<file path="src/rtl/sync_seq_pkg.sv">
// Shared widths and state encoding for the sync-driven frame/line sequencer.
package sync_seq_pkg;

  localparam int LINE_IDX_W  = 12;
  localparam int FRAME_CNT_W = 16;
  localparam int PIX_CNT_W   = 16;
  localparam int WDOG_W      = 24;

  typedef enum logic [1:0] {
    ST_IDLE      = 2'd0,
    ST_WAIT_SYNC = 2'd1,
    ST_DELAY     = 2'd2,
    ST_ACTIVE    = 2'd3
  } seq_state_e;

endpackage

</file>
<file path="src/rtl/sync_frame_seq_if.sv">
// Control and timing-output bundle between the sequencer and its client.
interface sync_frame_seq_if;
  import sync_seq_pkg::*;

  logic                   i_en;
  logic                   i_sync_pulse;
  logic                   o_frame_start;
  logic                   o_line_start;
  logic                   o_line_valid;
  logic [LINE_IDX_W-1:0]  o_line_idx;
  logic [FRAME_CNT_W-1:0] o_frame_cnt;
  logic                   o_busy;
  logic                   o_sync_lost;
  logic                   o_overrun;

  modport master (
    output i_en, i_sync_pulse,
    input  o_frame_start, o_line_start, o_line_valid, o_line_idx,
           o_frame_cnt, o_busy, o_sync_lost, o_overrun
  );

  modport slave (
    input  i_en, i_sync_pulse,
    output o_frame_start, o_line_start, o_line_valid, o_line_idx,
           o_frame_cnt, o_busy, o_sync_lost, o_overrun
  );

endinterface

</file>
<file path="src/rtl/sync_watchdog.sv">
// Sync-loss watchdog: counts enabled clocks and pulses once every TIMEOUT_CYC of them.
module sync_watchdog
  import sync_seq_pkg::*;
#(
  parameter int TIMEOUT_CYC = 2000000
) (
  input  logic clk_100,
  input  logic rst_n,
  input  logic clr,
  input  logic cnt_en,
  output logic timeout
);

  localparam logic [WDOG_W-1:0] WD_LAST = WDOG_W'(TIMEOUT_CYC - 1);

  logic [WDOG_W-1:0] cnt_q;

  // The pulse is valid in the cycle whose closing edge restarts the count.
  assign timeout = cnt_en && (cnt_q == WD_LAST);

  always_ff @(posedge clk_100 or negedge rst_n) begin
    if (!rst_n) begin
      cnt_q <= '0;
    end else if (clr) begin
      cnt_q <= '0;
    end else if (cnt_en) begin
      cnt_q <= timeout ? '0 : cnt_q + 1'b1;
    end
  end

endmodule

</file>
<file path="src/rtl/sync_frame_seq.sv">
// Frame/line sequencer: sync -> programmable delay -> LINES line periods with line-valid windows.
module sync_frame_seq
  import sync_seq_pkg::*;
#(
  parameter int DELAY_CYC   = 16,
  parameter int LINE_PERIOD = 1000,
  parameter int LINE_ACTIVE = 800,
  parameter int LINES       = 480,
  parameter int TIMEOUT_CYC = 2000000
) (
  input logic            clk_100,
  input logic            rst_n,
  sync_frame_seq_if.slave bus
);

  localparam logic [PIX_CNT_W-1:0]  DLY_LAST = PIX_CNT_W'(DELAY_CYC - 1);
  localparam logic [PIX_CNT_W-1:0]  PIX_LAST = PIX_CNT_W'(LINE_PERIOD - 1);
  localparam logic [PIX_CNT_W-1:0]  ACT_LIM  = PIX_CNT_W'(LINE_ACTIVE);
  localparam logic [LINE_IDX_W-1:0] LINE_LAST = LINE_IDX_W'(LINES - 1);

  seq_state_e             state_q, state_d;
  logic [PIX_CNT_W-1:0]   dly_q, dly_d;
  logic [PIX_CNT_W-1:0]   pix_q, pix_d;
  logic [LINE_IDX_W-1:0]  line_q, line_d;
  logic [FRAME_CNT_W-1:0] frame_cnt_q, frame_cnt_d;
  logic                   sync_lost_q, sync_lost_d;
  logic                   frame_start_q, frame_start_d;
  logic                   line_start_q, line_start_d;
  logic                   line_valid_q, line_valid_d;
  logic                   busy_q, busy_d;
  logic                   overrun_q, overrun_d;

  logic last_clk, sync_accept, wd_clr, wd_en, wd_timeout;

  // A sync on the final ACTIVE clock chains straight into the next frame.
  assign last_clk    = (state_q == ST_ACTIVE) && (pix_q == PIX_LAST) && (line_q == LINE_LAST);
  assign sync_accept = bus.i_en && bus.i_sync_pulse && ((state_q == ST_WAIT_SYNC) || last_clk);
  assign wd_clr      = !bus.i_en || (state_q == ST_IDLE) || sync_accept;
  assign wd_en       = bus.i_en && (state_q == ST_WAIT_SYNC) && !bus.i_sync_pulse;

  sync_watchdog #(
    .TIMEOUT_CYC (TIMEOUT_CYC)
  ) u_watchdog (
    .clk_100 (clk_100),
    .rst_n   (rst_n),
    .clr     (wd_clr),
    .cnt_en  (wd_en),
    .timeout (wd_timeout)
  );

  always_comb begin
    state_d     = state_q;
    dly_d       = dly_q;
    pix_d       = pix_q;
    line_d      = line_q;
    frame_cnt_d = frame_cnt_q;
    sync_lost_d = sync_lost_q;
    overrun_d   = 1'b0;

    if (!bus.i_en) begin
      state_d     = ST_IDLE;
      sync_lost_d = 1'b0;
    end else begin
      unique case (state_q)
        ST_IDLE: state_d = ST_WAIT_SYNC;
        ST_WAIT_SYNC: begin
          if (bus.i_sync_pulse) begin
            state_d     = ST_DELAY;
            dly_d       = '0;
            sync_lost_d = 1'b0;
          end else if (wd_timeout) begin
            sync_lost_d = 1'b1;
          end
        end
        ST_DELAY: begin
          overrun_d = bus.i_sync_pulse;
          if (dly_q == DLY_LAST) begin
            state_d = ST_ACTIVE;
            pix_d   = '0;
            line_d  = '0;
          end else begin
            dly_d = dly_q + 1'b1;
          end
        end
        ST_ACTIVE: begin
          if (last_clk) begin
            frame_cnt_d = frame_cnt_q + 1'b1;
            if (bus.i_sync_pulse) begin
              state_d     = ST_DELAY;
              dly_d       = '0;
              sync_lost_d = 1'b0;
            end else begin
              state_d = ST_WAIT_SYNC;
            end
          end else begin
            overrun_d = bus.i_sync_pulse;
            if (pix_q == PIX_LAST) begin
              pix_d  = '0;
              line_d = line_q + 1'b1;
            end else begin
              pix_d = pix_q + 1'b1;
            end
          end
        end
        default: state_d = ST_IDLE;
      endcase
    end

    // Outputs are registered from next-state values so they line up with the state they describe.
    if (state_d != ST_ACTIVE) begin
      line_d = '0;
    end
    frame_start_d = (state_q == ST_DELAY) && (state_d == ST_ACTIVE);
    line_start_d  = (state_d == ST_ACTIVE) && (pix_d == '0);
    line_valid_d  = (state_d == ST_ACTIVE) && (pix_d < ACT_LIM);
    busy_d        = (state_d == ST_DELAY) || (state_d == ST_ACTIVE);
  end

  always_ff @(posedge clk_100 or negedge rst_n) begin
    if (!rst_n) begin
      state_q       <= ST_IDLE;
      dly_q         <= '0;
      pix_q         <= '0;
      line_q        <= '0;
      frame_cnt_q   <= '0;
      sync_lost_q   <= 1'b0;
      frame_start_q <= 1'b0;
      line_start_q  <= 1'b0;
      line_valid_q  <= 1'b0;
      busy_q        <= 1'b0;
      overrun_q     <= 1'b0;
    end else begin
      state_q       <= state_d;
      dly_q         <= dly_d;
      pix_q         <= pix_d;
      line_q        <= line_d;
      frame_cnt_q   <= frame_cnt_d;
      sync_lost_q   <= sync_lost_d;
      frame_start_q <= frame_start_d;
      line_start_q  <= line_start_d;
      line_valid_q  <= line_valid_d;
      busy_q        <= busy_d;
      overrun_q     <= overrun_d;
    end
  end

  assign bus.o_frame_start = frame_start_q;
  assign bus.o_line_start  = line_start_q;
  assign bus.o_line_valid  = line_valid_q;
  assign bus.o_line_idx    = line_q;
  assign bus.o_frame_cnt   = frame_cnt_q;
  assign bus.o_busy        = busy_q;
  assign bus.o_sync_lost   = sync_lost_q;
  assign bus.o_overrun     = overrun_q;

endmodule
</file>
<file path="src/flat_wrapper.sv">
// flat-port wrapper written by rule: the top's interface ports become plain ports
module sync_frame_seq_flat import sync_seq_pkg::*;
#(
  parameter int DELAY_CYC   = 16,
  parameter int LINE_PERIOD = 1000,
  parameter int LINE_ACTIVE = 800,
  parameter int LINES       = 480,
  parameter int TIMEOUT_CYC = 2000000
)
  (clk_100, rst_n, bus_i_en, bus_i_sync_pulse, bus_o_frame_start, bus_o_line_start, bus_o_line_valid, bus_o_line_idx, bus_o_frame_cnt, bus_o_busy, bus_o_sync_lost, bus_o_overrun);
  sync_frame_seq_if bus_i ();
  input logic clk_100;
  input logic rst_n;
  input wire logic [$bits(bus_i.i_en)-1:0] bus_i_en;
  input wire logic [$bits(bus_i.i_sync_pulse)-1:0] bus_i_sync_pulse;
  output wire logic [$bits(bus_i.o_frame_start)-1:0] bus_o_frame_start;
  output wire logic [$bits(bus_i.o_line_start)-1:0] bus_o_line_start;
  output wire logic [$bits(bus_i.o_line_valid)-1:0] bus_o_line_valid;
  output wire logic [$bits(bus_i.o_line_idx)-1:0] bus_o_line_idx;
  output wire logic [$bits(bus_i.o_frame_cnt)-1:0] bus_o_frame_cnt;
  output wire logic [$bits(bus_i.o_busy)-1:0] bus_o_busy;
  output wire logic [$bits(bus_i.o_sync_lost)-1:0] bus_o_sync_lost;
  output wire logic [$bits(bus_i.o_overrun)-1:0] bus_o_overrun;
  assign bus_i.i_en = bus_i_en;
  assign bus_i.i_sync_pulse = bus_i_sync_pulse;
  assign bus_o_frame_start = bus_i.o_frame_start;
  assign bus_o_line_start = bus_i.o_line_start;
  assign bus_o_line_valid = bus_i.o_line_valid;
  assign bus_o_line_idx = bus_i.o_line_idx;
  assign bus_o_frame_cnt = bus_i.o_frame_cnt;
  assign bus_o_busy = bus_i.o_busy;
  assign bus_o_sync_lost = bus_i.o_sync_lost;
  assign bus_o_overrun = bus_i.o_overrun;
  sync_frame_seq #(.DELAY_CYC(DELAY_CYC), .LINE_PERIOD(LINE_PERIOD), .LINE_ACTIVE(LINE_ACTIVE), .LINES(LINES), .TIMEOUT_CYC(TIMEOUT_CYC)) u_core (.clk_100(clk_100), .rst_n(rst_n), .bus(bus_i));
endmodule
</file>
<file path="config.mk">
export PLATFORM = sky130hd
export DESIGN_NAME = sync_frame_seq_flat
export DESIGN_NICKNAME = d
export VERILOG_FILES = /design/src/rtl/sync_seq_pkg.sv /design/src/rtl/sync_frame_seq_if.sv /design/src/rtl/sync_watchdog.sv /design/src/rtl/sync_frame_seq.sv /design/src/flat_wrapper.sv
export SDC_FILE = /design/constraint.sdc
export NUM_CORES = 1
export LEC_CHECK = 0
export BUFFER_PORTS_ARGS = -buffer_cell sky130_fd_sc_hd__clkbuf_2
export CORE_MARGIN = 10
export CORE_UTILIZATION = 62
export CTS_BUF_LIST = sky130_fd_sc_hd__clkbuf_2
export DETAILED_ROUTE_END_ITERATION = 10
export GPL_TIMING_DRIVEN = 0
export PLACE_DENSITY = 0.82
export SLEW_MARGIN = 20
export SYNTH_ARGS = -nofsm -noshare
export SYNTH_HDL_FRONTEND = slang
export SYNTH_SLANG_ARGS = --single-unit
</file>
<file path="constraint.sdc">
create_clock -name clk_100 -period 3.45 [get_ports clk_100]
set_input_delay 0 -clock clk_100 [delete_from_list [all_inputs] [get_ports clk_100]]
set_output_delay 0 -clock clk_100 [all_outputs]
set_load 0.01 [all_outputs]
</file>
# Word-level counts from Yosys, hierarchy flattened
# Index checks and enable logic that the tools add are counted.
[totals] register_bits=92 elab_cells=96 out_inout_bits=34 inputBits=4
[op_classes] order_cmp=1 n_reduce_logical=26 n_mux=33 add_sub_neg=5 n_eq_ne=19
[ops] operator="16-bit two-way mux" count=7
[ops] operator="24-bit two-way mux" count=3
[ops] operator="12-bit two-way mux" count=5
[ops] operator="16-bit by 1-bit adder with 16-bit output (second input constant)" count=3
[ops] operator="16-bit case mux with 3 select lines" count=1
[ops] operator="16-bit case mux with 2 select lines" count=1
[ops] operator="24-bit by 1-bit adder with 24-bit output (second input constant)" count=1
[ops] operator="24-bit by 21-bit equality test with 1-bit output (second input constant)" count=1
[ops] operator="12-bit case mux with 2 select lines" count=1
[ops] operator="16-bit by 10-bit equality test with 1-bit output (second input constant)" count=1
[ops] operator="16-bit by 4-bit equality test with 1-bit output (second input constant)" count=1
[ops] operator="16-bit logical NOT" count=1
[ops] operator="16-bit by 10-bit less-than comparator with 1-bit output (second input constant)" count=1
[ops] operator="12-bit by 1-bit adder with 12-bit output (second input constant)" count=1
[ops] operator="12-bit by 9-bit equality test with 1-bit output (second input constant)" count=1
[ops] operator="1-bit logical AND" count=10
[ops] operator="2-bit two-way mux" count=5
[ops] operator="3-bit != test (second input constant)" count=3
[ops] operator="2-bit equality test (second input constant)" count=4
[ops] operator="2-bit case mux with 4 select lines" count=1
[ops] operator="4-bit AND reduction" count=2
[ops] operator="1-bit two-way mux" count=7
[ops] operator="3-bit by 1-bit != test with 1-bit output (second input constant)" count=2
[ops] operator="3-bit nonzero test" count=2
[ops] operator="12 further kinds" count=19

# Longest topological paths before layout
# Gate-level depths: netlist of the first run.
[logic_depth] depth_word=9 mapped_depth=10 ltp_nobuf=8

# By module
# Synthesis of the first run repeated with hierarchy kept, for this count alone.
[hier_totals] hier_cells=535 hier_area_um2=4998.5
[modules_own_cells] module="sync_frame_seq" seq_area_each_um2=1701.6 cells_per_inst=390 area_each_um2=3627.2 n_inst=1
[modules_own_cells] module="sync_watchdog" seq_area_each_um2=600.6 cells_per_inst=145 area_each_um2=1371.3 n_inst=1

# Least setup slack after synthesis of the first run
# Ideal clock, no wire load.
[synth_path] path_kind="reg2reg" from="register u_core.line_q[0], in the netlist u_core.bus.o_line_idx[0]" to="register u_core.line_start_q, in the netlist u_core.bus.o_line_start" path_stages_with_launch=10 required_time_ps=3370 arrival_ps=2545 setup_slack_ps=825 n_path_buf=1 period_less_slack_ps=2625 cell_sequence="dfrtp_1 -> ha_1 -> nand4_1 -> or3_1 -> clkbuf_1 -> nor3_2 -> nand2b_1 -> or4_1 -> or4_4 -> nor3_2"
[synth_between] elab_chain_len=7
[synth_rtl] item="from (decl)" line="sync_frame_seq.sv:24" text="logic [LINE_IDX_W-1:0] line_q, line_d;"
[synth_rtl] item="from (signal assigned)" line="sync_frame_seq.sv:136" text="line_q <= line_d;"
[synth_rtl] item="12-bit by 9-bit equality test with 1-bit output (*)" line="sync_frame_seq.sv:36" text="assign last_clk = (state_q == ST_ACTIVE) && (pix_q == PIX_LAST) && (line_q == LINE_LAST);"
[synth_rtl] item="1-bit logical AND (*)" line="sync_frame_seq.sv:36"
[synth_rtl] item="16-bit two-way mux or 2-bit two-way mux (tied branches)" line="sync_frame_seq.sv:86" text="if (last_clk) begin"
[synth_rtl] item="16-bit case mux with 2 select lines or 2-bit case mux with 4 select lines (tied branches)" line="sync_frame_seq.sv:64" text="unique case (state_q)"
[synth_rtl] item="16-bit two-way mux or 2-bit two-way mux (tied branches)" line="sync_frame_seq.sv:60" text="if (!bus.i_en) begin"
[synth_rtl] item="16-bit logical NOT or 2-bit equality test (tied branches)" line="sync_frame_seq.sv:114" text="line_start_d = (state_d == ST_ACTIVE) && (pix_d == '0);"
[synth_rtl] item="1-bit logical AND (*)" line="sync_frame_seq.sv:114"
[synth_rtl] item="named net u_core.line_start_d" line="sync_frame_seq.sv:28" text="logic line_start_q, line_start_d;"
[synth_rtl] item="to (signal assigned)" line="sync_frame_seq.sv:140" text="line_start_q <= line_start_d;"
[synth_rtl] item="to (decl)" line="sync_frame_seq.sv:28"
# The timed path passes the listed nets; every way through them passes the cells marked *.
# A chain may end at the register's enable or synchronous reset.

# Worst setup path in the final report of the first run
[layout_path] from="register u_core.state_q[0]" to="register u_core.dly_q[5]"
[layout_between] elab_chain_len=5
[layout_rtl] item="from (decl)" line="sync_frame_seq.sv:21" text="seq_state_e state_q, state_d;"
[layout_rtl] item="from (signal assigned)" line="sync_frame_seq.sv:133" text="state_q <= state_d;"
[layout_rtl] item="2-bit equality test" line="sync_frame_seq.sv:36, sync_frame_seq.sv:64"
[layout_rtl] item="1-bit logical AND (2 in a row)" line="sync_frame_seq.sv:36"
[layout_rtl] item="2-bit by 1-bit != test with 1-bit output (no line)"
[layout_rtl] item="4-bit AND reduction (no line)"
[layout_rtl] item="to (signal assigned)" line="sync_frame_seq.sv:134" text="dly_q <= dly_d;"
[layout_rtl] item="to (decl)" line="sync_frame_seq.sv:22" text="logic [PIX_CNT_W-1:0] dly_q, dly_d;"
# Parallel ways exist; a longest one is shown, timed or not.

==> results.toml, run 1 <==
[clock_network]
cts_tree = "built"
post_cts_resize_count = 0
numCtsBuffers = 9
clockBufferDepth = 2
cts-htree-levels = 3
clk_pin_slew_ns = 0.25
cts_sinks = 92
insertion_delay_ns = 0.55
cts_root_buf = "clkbuf_2"

[die]
die_w_um = 110.0
std_cell_rows = 32
die_h_um = 110.0
coreArea_um2 = 7807
start_util_pct = 64.26
die_area_um2 = 12090
ios = 38

[power_and_ir_drop]
cellPowerDensity_nw_per_um2 = 379.3
cellLeakagePower_nw = 2.485
irDropWorstVdd_mv = 0.2003

[critical_path]
crit_end = "u_core.dly_q[5]"
rrSetupSlack_ns = 0.43
critical_path.slowest_cell = "nor3b_1"
crit_type = "flip-flop to flip-flop"
worstPathArrival_ns = 3.46
r2r_start = "u_core.state_q[0]"
worst-path-buf-inv = 2
r2r_end = "u_core.dly_q[5]"
cp.required_ns = 3.90
crit_chain = "clkbuf_1 -> nand2_1 -> nor4_2 -> a21o_1 -> nor3b_1 -> clkbuf_1 -> nor2_1"
end_kind = "flip-flop"
reg2regPathDepth = 7
crit_fanout = 10
crit_top_cell = "clkbuf_1"
path_depth = 7
cp-startpoint = "u_core.state_q[0]"
max_stage_delay_ns = 0.61
crit_path_start_kind = "flip-flop"
crit_family = "simple AND/OR/NAND/NOR gates"

[global_routing]
antenna_found_initial = 0
grt_pass1_wl_um = 20250
grt_usage_pct = 20.51
grtUsageMet3_pct = 3.335
grt_max_degree = 93
grt.busiest_layer = "met2"
grtUsageMet2_pct = 33.40
grt_pass1_vias = 4167
gr-total-overflow = 0
gr-usage-met1_pct = 27.50

[logic_synthesis]
yosys.area_share.simple_pct = 28.78
netlist_area_um2 = 5017
yosysWarnings = 0
synth.avg_cell_area_um2 = 9.189
synthCells = 546
synth_async_sr_flop_share_pct = 100.0
synthTopCellsByCount = "92 x dfrtp_1, 55 x nand2_1, 43 x nor2_1"
netlist_top_cells_area = "dfrtp_1 46%, nand2_1 4.1%, o21ai_0 4.1%, nand3_1 3.5%, xor2_1 3.5%"
synth_top_area_share_pct = 45.89
yosysMostFrequentCell = "dfrtp_1"
syn_nets = 555
synth-edff-count = 0
synthMuxAreaShare_pct = 0.6733
synth_top_family_by_area = "simple AND/OR/NAND/NOR gates"
synth_fa_ha_area_share_pct = 1.247
synthFlopType = "dfrtp_1"
synth-seq-cells = 92
synth-compound-area-share_pct = 15.34
synth_xor_area_share_pct = 5.411
yosysTopAreaCell = "dfrtp_1"
yosysUniqueCellTypes = 55
yosysSeqAreaShare_pct = 45.89

[outcome]
status = "complete, no violations"

[sta]
period_share_pct = 87.49
slew_headroom_pct = 42.24
fin_tns_setup_ns = 0
rsz0062_at_grt = "false"
holdWs_ns = 0.04225
clock.fmax_mhz = 331.3
setup_viol = 0
worst_pin_slew_ns = 0.8585
slew_viol_final = 0
fin_worst_skew_ns = 0.03148
post-route-min-period_ns = 3.018
final_hold_viol_count = 0

[layout]
final_nets = 604
design_area_um2 = 5515
n_antenna_cell = 0
areaGrowthSynthToFinish_pct = 9.925
fill_cells = 588
drive_gt1_share_pct = 13.17

[placement]
hpwl_um = 8490
io_buffers = 36
gp_congestion = 0.9277
dpl_cell_area_um2 = 5334

[routing]
vias = 4464
via_per_inst = 6.359
first_pass_iters = 5
finalWirelength_um = 12170
drtIter0Drc = 360
drc = 0
ant_nets = 0
routedWlPerCell_um = 17.34

[worst_hold_path]
hold_class = "input pin to asynchronous set/reset pin"

[run]
drv_cap = 0
## per-stage QoR
step / util (%) / power [mW] / instances / setup WS (ns)
final: 70.64 / 2.092 / 702 / 0.4317
after global placement: 68.21 / 1.391 / 684 / 0.5389
after CTS: 70.64 / 2.094 / 702 / 0.4704
after floorplan: - / 1.319 / 546 / 0.8249
after global routing: 70.64 / 2.182 / 702 / 0.1991
after detailed placement: 68.32 / 1.402 / 684 / 0.5012
## worst min-delay path by stage
stage                                 end  slack, ns  depth (start not counted)
2_1_floorplan           u_core.bus.o_busy      -0.30                          0
3_3_place_gp         u_core.bus.o_overrun       0.42                          3
3_5_place_dp     u_core.bus.o_line_idx[8]       0.12                          1
4_1_cts        u_core.u_watchdog.cnt_q[0]       0.03                          4
5_1_grt         u_core.bus.o_frame_cnt[3]       0.05                          2
6_report         u_core.bus.o_line_idx[8]       0.04                          2
## layout make-up
cell class	instances	area [um^2]	area share, %
multi-input cells	421	2581	46.80
clock buffers	10	50.05	0.9074
plain buffers	24	100.1	1.815
repair buffers	38	209.0	3.789
inverters	9	33.78	0.6125
well taps	102	127.6	2.314
clock inverters	6	111.4	2.019
flip-flops and latches	92	2302	41.74
## cell families after synthesis
logic type | after synthesis
multiplexers | 3
XOR/XNOR | 31
flip-flops | 92
buffers and inverters | 33
adder cells (fa/ha/maj) | 5
AO/OA/AOI/OAI | 124
AND/OR/NAND/NOR | 258
## report_power, final
| group | switching [mW] | total (mW) | internal, mW |
|---|---|---|---|
| combinational | 0.145 | 0.227 | 0.0819 |
| sequential | 0.0476 | 1.17 | 1.12 |
| clock | 0.383 | 0.699 | 0.316 |
## what timing repair did
item,in CTS,in global routing
buffers inserted,0,0
endpoints found under the hold margin,96,0
hold buffers,2,0
## flip-flops by register name, summed over array words and instances (netlist names)
name                      cells
u_core.state_q                2
u_core.u_watchdog.cnt_q      24
u_core.pix_q                 16
u_core.dly_q                 16
u_core.bus.o_line_idx        12
u_core.bus.o_line_valid       1
u_core.bus.o_overrun          1
u_core.bus.o_frame_start      1
u_core.bus.o_busy             1
u_core.bus.o_sync_lost        1
u_core.bus.o_frame_cnt       16
u_core.bus.o_line_start       1
## placed cells by master (no fill, tap or decap), types with 14 or more instances in the layout
master	n
a21oi_1	27
a31oi_1	14
and3_1	21
clkbuf_1	21
clkbuf_2	45
dfrtp_1	92
nand2_1	55
nand3_1	35
nand4_1	16
nor2_1	43
o21ai_0	41
xor2_1	20
## per-layer routing
layer | share of wire [%] | wire [um]
met1 | 44 | 5364
met5 | 0 | 0
met3 | 6.2 | 757
met2 | 49 | 5907
met4 | 1.2 | 144
Power figures use the tool's default switching activity.
==> run 2: changes to the inputs <==
- PLACE_DENSITY: 0.82 -> not set
- PLACE_DENSITY_LB_ADDON: not set -> 0.08
- SYNTH_HIERARCHICAL: not set -> 1
==> run 2 against run 1 <==
Against the previous run: routed wire length decreased by 8.8%; sequential power down 3%; final area shrank 0.14%; via count fell by 5.4%; combinational power down 24%; largest power group unchanged; critical path type unchanged.
==> results.toml, run 2 <==
[power_and_ir_drop]
p_clk_share_pct = 30.9
finalPower_mw = 1.881
p_switching_mw = 0.4801
p_int_mw = 1.401
cellLeakagePower_nw = 2.385
switching_share_pct = 25.53
irDropWorstVdd_mv = 0.2755
cellPowerDensity_nw_per_um2 = 341.5
seq_power_share_pct = 59.9
power_frac_comb_pct = 9.2

[die]
die_area_um2 = 12050
die_w_um = 109.8
die_h_um = 109.8
start_util_pct = 64.35
ios = 38
std_cell_rows = 32
coreArea_um2 = 7767

[layout]
layout_common_cells = "91 x dfrtp_1, 48 x nor2_1, 48 x nand2_1"
areaGrowthSynthToFinish_pct = 10.19
final_nets = 594
final_common_cell = "dfrtp_1"
drive_gt1_share_pct = 13.73
largest_register = "u_core/u_watchdog/cnt_q"
final_util_pct = 70.91
fill_cells = 621
largest_reg_flops = 24
n_antenna_cell = 0

[global_routing]
gr-total-overflow = 0
grt_pass1_wl_um = 19200
grt_usage_pct = 19.37
grt_pass1_vias = 4185
grt_max_degree = 93
antenna_found_initial = 0

[routing]
via_per_inst = 6.101
vias = 4222
drtIter0Drc = 272
drc = 0
ant_nets = 0
wl_met1_um = 4998
routed.top_layer = "met4"
routedWlPerCell_um = 16.04
wl_met2_um = 5293
met3RoutedLength_um = 631
first_pass_iters = 5
finalWirelength_um = 11100

[logic_synthesis]
synthFlopType = "dfrtp_1"
yosysUniqueCellTypes = 62
syn_nets = 544
yosysWarnings = 6
synthCells = 535
synth.avg_cell_area_um2 = 9.343
synth_top_area_share_pct = 46.06
synthTopCellsByCount = "92 x dfrtp_1, 48 x nand2_1, 48 x nor2_1"
netlist_top_cells_area = "dfrtp_1 46%, xor2_1 4.2%, xnor2_1 3.9%, nand3_1 3.6%, nand2_1 3.6%"
synth-edff-count = 0
synth-seq-cells = 92
synth_async_sr_flop_share_pct = 100.0
yosysSeqAreaShare_pct = 46.06
yosysMostFrequentCell = "dfrtp_1"
netlist_area_um2 = 4999
yosysTopAreaCell = "dfrtp_1"

[sta]
period_share_pct = 93.64
worst_pin_slew_ns = 0.8077
clock.fmax_mhz = 309.5
setup_viol = 0
fin_tns_setup_ns = 0
slew_headroom_pct = 45.74
post-route-min-period_ns = 3.231
fin_worst_skew_ns = 0.01940
slew_viol_final = 0
final_hold_viol_count = 0

[placement]
io_buffers = 36
gp_congestion = 0.9193
hpwl_um = 7946

[critical_path]
worstPathArrival_ns = 3.68
end_kind = "flip-flop"
crit_fanout = 10
cp.required_ns = 3.90
crit_path_start_kind = "flip-flop"
crit_type = "flip-flop to flip-flop"

[run]
drv_cap = 0

[clock_network]
cts_sinks = 92
cts_tree = "built"
cts_setup_buffers = 0
numCtsBuffers = 9
cts_root_buf = "clkbuf_2"
clk_pin_slew_ns = 0.23
cts-htree-levels = 3
insertion_delay_ns = 0.51
clockBufferDepth = 2

[outcome]
status = "complete, no violations"

[worst_hold_path]
hold_class = "input pin to asynchronous set/reset pin"
run 2: worst max-delay path, stage by stage (launching register included):
cell	delay (ns)
dfrtp_1	0.46
ha_2	0.26
nor4b_4	0.25
and4_1	0.24
buf_6	0.14
a31oi_1	0.12
o21ai_0	0.20
buf_4	0.19
o211ai_2	0.12
or3_1	0.38
clkbuf_2	0.16
or4_1	0.51
a21oi_1	0.16
run 2: final timing paths:
check,slack [ns],start,cells past startpoint,to
max,0.22,u_core/pix_q[1],12,u_core/u_watchdog/cnt_q[17]
min,0.03,rst_n,2,u_core/bus.o_frame_cnt[2]
max reg2reg,0.22,u_core/pix_q[1],12,u_core/u_watchdog/cnt_q[17]
min reg2reg,0.52,u_core/bus.o_frame_cnt[13],1,u_core/bus.o_frame_cnt[13]
max in group asynchronous,2.81,rst_n,2,u_core/pix_q[0]
min in group clk_100,0.34,bus_i_sync_pulse,4,u_core/bus.o_overrun
run 2: power groups by stage:
stage,Sequential [mW],Clock [mW],Combinational [mW]
2_1_floorplan,1.14,0,0.106
5_1_grt,1.13,0.649,0.192
4_1_cts,1.13,0.604,0.169
3_3_place_gp,1.14,0,0.159
3_5_place_dp,1.14,0,0.166
6_report,1.13,0.582,0.172
run 2: cell families (layout without fill, tap and decap cells):
kind of cell	after synthesis	count (layout)	synth area share [%]
adders and majority gates	5	5	1.252
buffers and inverters	38	93	3.880
xor gates and xnor gates	46	46	8.060
and+or+nand+nor	251	251	27.31
DFF	92	92	46.06
muxes	1	1	0.2253
AOI/OAI and AO/OA	102	102	13.22
run 2: repair_timing:
item,4_1_cts,5_1_grt
hold buffers,3,0
resized for setup,1,7
endpoints found under the setup margin,1,7
endpoints found under the hold margin,100,0
run 2: final cells by class:
| type | instances | area [um^2] | share of cell area (%) |
|---|---|---|---|
| Multi-Input combinational cell | 405 | 2524 | 45.82 |
| Sequential cell | 92 | 2303 | 41.82 |
| Timing Repair Buffer | 39 | 219.0 | 3.975 |
| Buffer | 23 | 141.4 | 2.567 |
| Tap cell | 102 | 127.6 | 2.317 |
| Clock inverter | 7 | 91.34 | 1.658 |
| Inverter | 15 | 56.30 | 1.022 |
| Clock buffer | 9 | 45.04 | 0.8178 |
run 2: routing by layer:
layer	up-vias	GRT usage, %
li1	2073	-
met1	2010	25.15
met2	118	31.67
met3	21	3.335
met4	0	7.342
met5	-	0
run 2: per-stage QoR:
step	area [um^2]	hold slack, ns	cells	worst slack [ns]
2_1_floorplan	4999	-0.2956	535	0.4603
3_3_place_gp	5306	0.3422	673	0.1399
3_5_place_dp	5315	0.1100	673	-0.03825
4_1_cts	5488	0.04272	692	0.009963
5_1_grt	5508	0.04550	692	-0.01650
6_report	5508	0.03041	692	0.2192
==> run 3: changes to the inputs <==
- REMOVE_ABC_BUFFERS: not set -> 1
- SKIP_LAST_GASP: not set -> 1
==> run 3 against run 2 <==
Against the previous run: the run now ends with negative hold slack left; clock-buffer cell count unchanged; total power decreased by 0.38%; clock skew decreased by 0.00053 ns; sequential power about the same; non-clock buffer count decreased by 19; first-iteration DRC count increased by 12%; clock power about the same; register-to-register slack about the same; sequential share of layout area increased by 0.88 points.
==> results.toml, run 3 (synthesized netlist as in run 2, its figures left out) <==
[outcome]
status = "complete, but fails checks"
violations = "negative hold slack"

[layout]
design_area_um2 = 5391
fin_cells = 673
layout_common_cells = "92 x dfrtp_1, 48 x nor2_1, 48 x nand2_1"
final_util_pct = 69.41
largest_reg_flops = 24
final_common_cell = "dfrtp_1"
areaGrowthSynthToFinish_pct = 7.860
largest_register = "u_core/u_watchdog/cnt_q"
drive_gt1_share_pct = 12.96
final_nets = 575
n_antenna_cell = 0

[global_routing]
grt_max_degree = 93
antenna_found_initial = 0
grt_pass1_vias = 3962
gr-total-overflow = 0
grt_pass1_wl_um = 18440
grt_usage_pct = 18.60

[critical_path]
rrSetupSlack_ns = 0.23
crit_chain = "ha_1 -> nor4b_2 -> and4_4 -> a31oi_1 -> o21ai_2 -> o211ai_2 -> or3_1 -> or4_1 -> a21oi_1"
end_kind = "flip-flop"
cp.required_ns = 3.96
crit_type = "flip-flop to flip-flop"
crit_fanout = 10
r2r_end = "u_core/u_watchdog/cnt_q[17]"
r2r_start = "u_core/pix_q[0]"
crit_path_start_kind = "flip-flop"
reg2regPathDepth = 9
worstPathArrival_ns = 3.74
max_stage_delay_ns = 0.53
critical_path.slowest_cell = "or4_1"

[routing]
drc = 0
ant_nets = 0
vias = 4184
finalWirelength_um = 10950
drtIter0Drc = 304
routedWlPerCell_um = 16.27
first_pass_iters = 5
via_per_inst = 6.217

[die]
die_h_um = 109.8
ios = 38
die_w_um = 109.8
std_cell_rows = 32
start_util_pct = 64.35
coreArea_um2 = 7767
die_area_um2 = 12050

[power_and_ir_drop]
p_switching_mw = 0.5313
power_frac_comb_pct = 8.6
p_int_mw = 1.343
cellPowerDensity_nw_per_um2 = 347.6
switching_share_pct = 28.35
cellLeakagePower_nw = 2.330
finalPower_mw = 1.874
irDropWorstVdd_mv = 0.2937
p_clk_share_pct = 31.1
seq_power_share_pct = 60.4

[worst_hold_path]
hold_class = "input pin to asynchronous set/reset pin"

[placement]
io_buffers = 37
dpl_cell_area_um2 = 5187
place_ws_ns = -0.4039
dp.cells = 651
hpwl_um = 7563
gp_congestion = 0.8712

[run]
drv_cap = 0

[clock_network]
numCtsBuffers = 9
cts-htree-levels = 3
cts_tree = "built"
cts_root_buf = "clkbuf_2"
clk_pin_slew_ns = 0.27
cts_sinks = 92
insertion_delay_ns = 0.56
clockBufferDepth = 2

[sta]
fin_tns_setup_ns = 0
setup_ws_ns = 0.2278
fin_worst_skew_ns = 0.01888
post-route-min-period_ns = 3.222
setup_viol = 0
worst_pin_slew_ns = 1.066
clock.fmax_mhz = 310.3
period_share_pct = 93.40
slew_headroom_pct = 28.66
rsz0062_at_grt = "false"
slew_viol_final = 0
final_hold_viol_count = 5
holdWs_ns = -0.009618
-- run 3: layout make-up --
| cell class | instances | area, um^2 |
|---|---|---|
| flip-flops and latches | 92 | 2302 |
| fillers | 599 | 2376 |
| multi-input cells | 405 | 2529 |
| inverters | 15 | 56.30 |
| well taps | 102 | 127.6 |
| clock buffers | 9 | 45.04 |
| clock inverters | 7 | 82.58 |
| repair buffers | 43 | 249.0 |
-- run 3: what timing repair did --
item / 4_1_cts / 5_1_grt
endpoints found under the setup margin: 14 / 9
hold endpoints to repair: 107 / 0
resized for setup: 3 / 3
hold buffers: 4 / 0
gates cloned: 0 / 0
setup buffers: 0 / 2
pin swaps: 0 / 1
-- run 3: critical path: cells and delay by family, from the launching register on --
| family | cells | cell delay (ns) |
|---|---|---|
| AND/OR/NAND/NOR | 4 | 1.67 |
| AO/OA/AOI/OAI | 4 | 0.78 |
| flip-flops | 1 | 0.48 |
| adder cells (fa/ha/maj) | 1 | 0.27 |
-- run 3: power by group through the flow --
stage / clock (mW) / combinational, mW / sequential, mW
final: 0.582 / 0.160 / 1.13
after global routing: 0.644 / 0.179 / 1.14
after CTS: 0.595 / 0.158 / 1.13
after detailed placement: 0 / 0.153 / 1.15
after global placement: 0 / 0.146 / 1.15
after floorplan: 0 / 0.0916 / 1.14
-- run 3: worst max-delay path by stage --
| stage | to | from |
|---|---|---|
| global placement | u_core/u_watchdog/cnt_q[17] | u_core/pix_q[0] |
| global route | u_core/u_watchdog/cnt_q[17] | u_core/pix_q[0] |
| floorplan | u_core/u_watchdog/cnt_q[17] | u_core/pix_q[0] |
| CTS | u_core/u_watchdog/cnt_q[17] | u_core/pix_q[0] |
| finish | u_core/u_watchdog/cnt_q[17] | u_core/pix_q[0] |
| detailed placement | u_core/u_watchdog/cnt_q[17] | u_core/pix_q[0] |
-- run 3: metal layers --
metal | up-vias | share of wire (%) | global-route usage (%)
met5 | - | 0 | 0
met4 | 0 | 1.5 | 6.506
met3 | 17 | 5.0 | 3.745
met2 | 105 | 48 | 29.68
met1 | 2035 | 46 | 24.64
li1 | 2027 | - | -
